File: config.mk
export PLATFORM = sky130hd
export DESIGN_NAME = shared_mem_arbiter
export DESIGN_NICKNAME = d
export VERILOG_FILES = /design/src/rtl/shared_mem_arbiter.sv
export SDC_FILE = /design/constraint.sdc
export NUM_CORES = 1
export LEC_CHECK = 0
export CAP_MARGIN = 20
export CORE_MARGIN = 2
export CORE_UTILIZATION = 35
export DETAILED_ROUTE_END_ITERATION = 10
export GPL_TIMING_DRIVEN = 0
export PLACE_DENSITY = 0.76
export SLEW_MARGIN = 10
export SYNTH_ARGS = -nofsm -noshare
export SYNTH_HDL_FRONTEND = slang
export SYNTH_SLANG_ARGS = --single-unit
File: constraint.sdc
create_clock -name clk -period 3.55 [get_ports clk]
set_input_delay 0.71 -clock clk [delete_from_list [all_inputs] [get_ports clk]]
set_output_delay 0.71 -clock clk [all_outputs]
set_load 0.02 [all_outputs]
File: src/rtl/shared_mem_arbiter.sv
// ============================================================================
// Module      : shared_mem_arbiter
// Description : Round-robin arbiter sharing one synchronous data memory among
//               NUM_CORES cores, one access in flight, all outputs registered.
// Revision    : 1.0 - initial release
// ============================================================================
`default_nettype none

module shared_mem_arbiter #(
  parameter int NUM_CORES  = 2,
  parameter int SEL_WIDTH  = 1,
  parameter int ADDR_WIDTH = 32,
  parameter int DATA_WIDTH = 32
) (
  input  logic                            clk,
  input  logic                            reset,
  input  logic [NUM_CORES-1:0]            req_valid,
  input  logic [NUM_CORES-1:0]            req_write,
  input  logic [NUM_CORES*ADDR_WIDTH-1:0] req_addr,
  input  logic [NUM_CORES*DATA_WIDTH-1:0] req_wdata,
  output logic [NUM_CORES-1:0]            req_ready,
  output logic [NUM_CORES-1:0]            rsp_valid,
  output logic [DATA_WIDTH-1:0]           rsp_rdata,
  output logic [ADDR_WIDTH-1:0]           mem_addr,
  output logic                            mem_read_en,
  output logic                            mem_write_en,
  output logic [DATA_WIDTH-1:0]           mem_write_val,
  input  logic [DATA_WIDTH-1:0]           mem_read_val,
  output logic                            busy,
  output logic [SEL_WIDTH-1:0]            last_grant
);

  typedef enum logic [1:0] {
    S_IDLE   = 2'd0,
    S_ACCESS = 2'd1,
    S_WAIT   = 2'd2
  } state_t;

  localparam logic [SEL_WIDTH-1:0] c_LAST_RESET = SEL_WIDTH'(NUM_CORES - 1);

  state_t                  r_state;
  logic [NUM_CORES-1:0]    r_grant;
  logic                    r_write;
  logic [NUM_CORES-1:0]    r_req_ready;
  logic [NUM_CORES-1:0]    r_rsp_valid;
  logic [DATA_WIDTH-1:0]   r_rsp_rdata;
  logic [ADDR_WIDTH-1:0]   r_mem_addr;
  logic [DATA_WIDTH-1:0]   r_mem_write_val;
  logic                    r_mem_read_en;
  logic                    r_mem_write_en;
  logic                    r_busy;
  logic [SEL_WIDTH-1:0]    r_last_grant;

  logic                    w_found;
  logic [SEL_WIDTH-1:0]    w_idx;
  logic [SEL_WIDTH-1:0]    w_sel;
  logic                    w_write;
  logic [ADDR_WIDTH-1:0]   w_addr;
  logic [DATA_WIDTH-1:0]   w_wdata;
  logic [NUM_CORES-1:0]    w_onehot;

  // Circular search starting one past the last granted core.
  always_comb begin
    w_found = 1'b0;
    w_idx   = '0;
    w_sel   = '0;
    w_write = 1'b0;
    w_addr  = '0;
    w_wdata = '0;
    for (int i = 1; i <= NUM_CORES; i++) begin
      w_idx = SEL_WIDTH'((int'(r_last_grant) + i) % NUM_CORES);
      if (!w_found && req_valid[w_idx]) begin
        w_found = 1'b1;
        w_sel   = w_idx;
        w_write = req_write[w_idx];
        w_addr  = req_addr[w_idx*ADDR_WIDTH +: ADDR_WIDTH];
        w_wdata = req_wdata[w_idx*DATA_WIDTH +: DATA_WIDTH];
      end
    end
    w_onehot = NUM_CORES'(1) << w_sel;
  end

  always_ff @(posedge clk) begin
    if (!reset) begin
      r_state         <= S_IDLE;
      r_grant         <= '0;
      r_write         <= 1'b0;
      r_req_ready     <= '0;
      r_rsp_valid     <= '0;
      r_rsp_rdata     <= '0;
      r_mem_addr      <= '0;
      r_mem_write_val <= '0;
      r_mem_read_en   <= 1'b0;
      r_mem_write_en  <= 1'b0;
      r_busy          <= 1'b0;
      r_last_grant    <= c_LAST_RESET;
    end else begin
      // Strobes and pulses are single-cycle unless re-asserted below.
      r_req_ready    <= '0;
      r_rsp_valid    <= '0;
      r_mem_read_en  <= 1'b0;
      r_mem_write_en <= 1'b0;
      case (r_state)
        S_IDLE: begin
          if (w_found) begin
            r_state         <= S_ACCESS;
            r_grant         <= w_onehot;
            r_last_grant    <= w_sel;
            r_write         <= w_write;
            r_mem_addr      <= w_addr;
            r_mem_write_val <= w_wdata;
            r_req_ready     <= w_onehot;
            r_mem_write_en  <= w_write;
            r_mem_read_en   <= !w_write;
            r_busy          <= 1'b1;
          end
        end
        S_ACCESS: begin
          if (r_write) begin
            r_state <= S_IDLE;
            r_busy  <= 1'b0;
          end else begin
            r_state <= S_WAIT;
          end
        end
        S_WAIT: begin
          r_state     <= S_IDLE;
          r_busy      <= 1'b0;
          r_rsp_valid <= r_grant;
          r_rsp_rdata <= mem_read_val;
        end
        default: begin
          r_state <= S_IDLE;
          r_busy  <= 1'b0;
        end
      endcase
    end
  end

  assign req_ready     = r_req_ready;
  assign rsp_valid     = r_rsp_valid;
  assign rsp_rdata     = r_rsp_rdata;
  assign mem_addr      = r_mem_addr;
  assign mem_write_val = r_mem_write_val;
  assign mem_read_en   = r_mem_read_en;
  assign mem_write_en  = r_mem_write_en;
  assign busy          = r_busy;
  assign last_grant    = r_last_grant;

endmodule

`default_nettype wire

==> summary.md, run 1 <==
| Metric | Value |
|---|---|
| Die ar. | 0.0136 mm2 |
| Setup TNS | 0 ps |
| Worst-margin pin slew | 579 ps |
| Pre-CTS setup slack | 1170 ps |
| Period utilization | 0.612 |
| Largest delay contributor family on the critical path | buffers and inverters |
| CP Capture Type | output pin |
| Die height | 117 um |
| First-iteration detailed-routing DRC count | 167 |
| Via Count | 4990 |
| Routed wire length | 16600 um |
| Number of global-route vias before repair | 4912 |
| Skew-Pair Late Insertion Delay | 350 ps |
| Syn_area_per_cell | 9.11 um2 |
| Setup CP Type | flip-flop to output pin |
| DP Cell Count | 929 |
| CTS tree | done |
| Max Root-Sink Buffers | 2 |
| Max-slew headroom | 0.614 |
| Worst-path maximum fanout | 4 |
| Final setup viols | 0 |
| P&R area growth vs syn | 72.5% |
| First-pass GRT wire length | 24400 um |
| Residual DRC | 0 |
| RSZ-0062 raised after global routing | false |
| Max-slew violation count | 0 |
| Max Cap Viol | 0 |
| Root buffer cell | clkbuf_16 |
| Buf/Inv on CP | 1 |
| Register area share after synthesis | 0.490 |
| Worst VDD drop | 0.278 mV |
| Initial antenna violation count | 0 |
| Core Area | 0.0125 mm2 |
| Vias/cell | 5.28 |
| Die width | 117 um |
| Final min period | 2170 ps |
| Max incr delay on CP | 670 ps |
| Synth Cell Area | 0.00445 mm2 |
| Post-CTS Setup Inserts | 0 |
| Num CTS Buffers | 9 |
| Share of cells above drive strength 1 | 0.0724 |
| Post-synthesis register bit count | 109 |
| Total grt overflow | 0 |
| Filler cells | 1120 |
| Pre-antenna DRT Iters | 4 |
| WL per Instance | 17.5 um |
| Post-route insts no fill | 945 |
| Cells after synthesis | 489 |
| Critical Path AT | 1460 ps |
| CP startpoint kind | flip-flop |
| Cts repair resizes | 0 |
| Clk pin slew, worst setup/hold paths | 80 ps |
| Synth unique cells | 26 |
| I/O pin count | 270 |
| CTS H-Tree Depth | 3 |
| Post-detail-place hpwl | 12800 um |
| RePlAce Congestion | 0.809 |
| CTS Sinks | 109 |
| Total GRT Usage | 0.228 |
| Port buffer count | 268 |
| Crit-path cells | clkdlybuf4s50_1 |
| Syn_nets | 655 |
| ANT nets after route | 0 |
| Layout Skew | 8.05 ps |
| Slowest CP cell | clkdlybuf4s50_1 |
| CP required | 2840 ps |
| Status | completed |
| Largest net degree at the start of global routing | 19 |
| Leakage | 2.67 nW |
| FP Rows | 41 |
| Hold_buf cts | 0 |
| P per Cell Area | 450 mW/mm2 |
| Hold WC Path Type | flip-flop to flip-flop |
| Final setup margin | 1380 ps |
| Synth warn | 0 |
| Layout Nets | 934 |
| Ant. Diodes | 0 |
| Starting density of the core | 0.356 |
| Final total power | 3.46 mW |
| Final Hold Viols | 0 |
| FMAX | 461 MHz |
state kept, by name (all words and copies together) (netlist names):
name,cells
mem_write_en,1
mem_addr,32
mem_write_val,32
req_ready,2
r_state,2
rsp_rdata,32
last_grant,1
busy,1
rsp_valid,2
mem_read_en,1
r_write,1
r_grant,2
power breakdown:
| group | total, mW | internal, mW | switching (mW) |
|---|---|---|---|
| logic | 0.943 | 0.481 | 0.461 |
| clock network | 1.12 | 0.643 | 0.477 |
| registers | 1.40 | 1.33 | 0.0624 |
| total | 3.46 | 2.46 | 1.00 |
per-layer routing:
layer	routed length, um	GRT usage	part of all wire
met5	0	0	0
met4	328	0.0839	0.020
met3	1290	0.0582	0.078
met2	8380	0.418	0.51
met1	6580	0.254	0.40
placed cells by master (no fill, tap or decap), types with 2 or more instances in the layout:
| cell type | Yosys | layout |
|---|---|---|
| nand2_1 | 67 | 67 |
| buf_4 | 14 | 14 |
| clkbuf_16 | 0 | 9 |
| dfxtp_1 | 109 | 109 |
| o21ai_0 | 2 | 2 |
| and2_1 | 2 | 2 |
| clkdlybuf4s50_1 | 0 | 268 |
| a32oi_1 | 65 | 65 |
| nor2_1 | 4 | 4 |
| and3_1 | 2 | 2 |
| bufinv_16 | 0 | 2 |
| nand2b_1 | 2 | 2 |
| clkinvlp_4 | 0 | 2 |
| or2_1 | 2 | 2 |
| clkbuf_1 | 23 | 23 |
| a211oi_1 | 65 | 65 |
| buf_2 | 22 | 22 |
| inv_6 | 0 | 2 |
| a21oi_1 | 98 | 98 |
logic make-up after synthesis:
family          after synthesis  synth area share
compound gates              234             0.360
flops                       109             0.490
simple gates                 84            0.0781
buf+inv                      62            0.0719
final timing paths:
| check | startpoint | end | slack, ps | cells after the start |
|---|---|---|---|---|
| max | last_grant | last_grant | 1380 | 1 |
| min | rsp_rdata[8] | rsp_rdata[8] | 460 | 2 |
| max reg2reg | r_state[1] | mem_addr[19] | 1980 | 5 |
| min reg2reg | rsp_rdata[8] | rsp_rdata[8] | 460 | 2 |
per-stage QoR:
stage | hold WS (ps) | area, um2 | util
after floorplan | 424 | 4450 | -
after global placement | 441 | 7350 | 0.587
after detailed placement | 447 | 7350 | 0.587
after CTS | 457 | 7680 | 0.614
after global routing | 478 | 7680 | 0.614
final | 457 | 7680 | 0.614
layout make-up:
class                      count  area (um2)  area share
inverter                       2        7.51    0.000977
multi-input combinational    318        1950       0.254
timing repair buffer         268        2680       0.349
clock inverter                 6        92.6      0.0121
buffer                        60         313      0.0407
sequential                   109        2180       0.284
clock buffer                  10         239      0.0311
tap                          172         215      0.0280
synth_stat cells:
library cell / number / share of area
nor4b_1: 1 / 0.0020
buf_2: 22 / 0.025
a21o_1: 1 / 0.0017
a21oi_1: 98 / 0.11
inv_2: 1 / 0.00084
or2_1: 2 / 0.0028
buf_6: 1 / 0.0025
o21ai_0: 2 / 0.0022
dfxtp_1: 109 / 0.49
o211a_1: 1 / 0.0022
and3_1: 2 / 0.0028
clkbuf_1: 23 / 0.019
nand2_1: 67 / 0.056
nand3_1: 1 / 0.0011
inv_1: 1 / 0.00084
nor2_1: 4 / 0.0034
buf_4: 14 / 0.024
a2bb2oi_1: 1 / 0.0020
nor2_2: 1 / 0.0014
nor3_1: 1 / 0.0011
a21boi_4: 1 / 0.0042
and2_1: 2 / 0.0028
nand2b_1: 2 / 0.0028
nor2b_1: 1 / 0.0014
a211oi_1: 65 / 0.11
a32oi_1: 65 / 0.13
No activity file was read; power rests on OpenSTA's default activity.
==> inputs of run 2 (changes only) <==
==> constraint.sdc (replaced) <==
create_clock -name clk -period 2.1 [get_ports clk]
set_input_delay 0.42 -clock clk [delete_from_list [all_inputs] [get_ports clk]]
set_output_delay 0.42 -clock clk [all_outputs]
set_load 0.02 [all_outputs]
==> results of run 2 <==
The final DEF is identical to that of run 1. Status: completed.
Among the figures that moved: setup slack after placement 1170 ps -> 11.4 ps; setup slack after layout 1380 ps -> 219 ps; register-to-register setup slack 1980 ps -> 530 ps; total power 3.46 mW -> 5.85 mW; worst IR drop on VDD 0.278 mV -> 0.471 mV
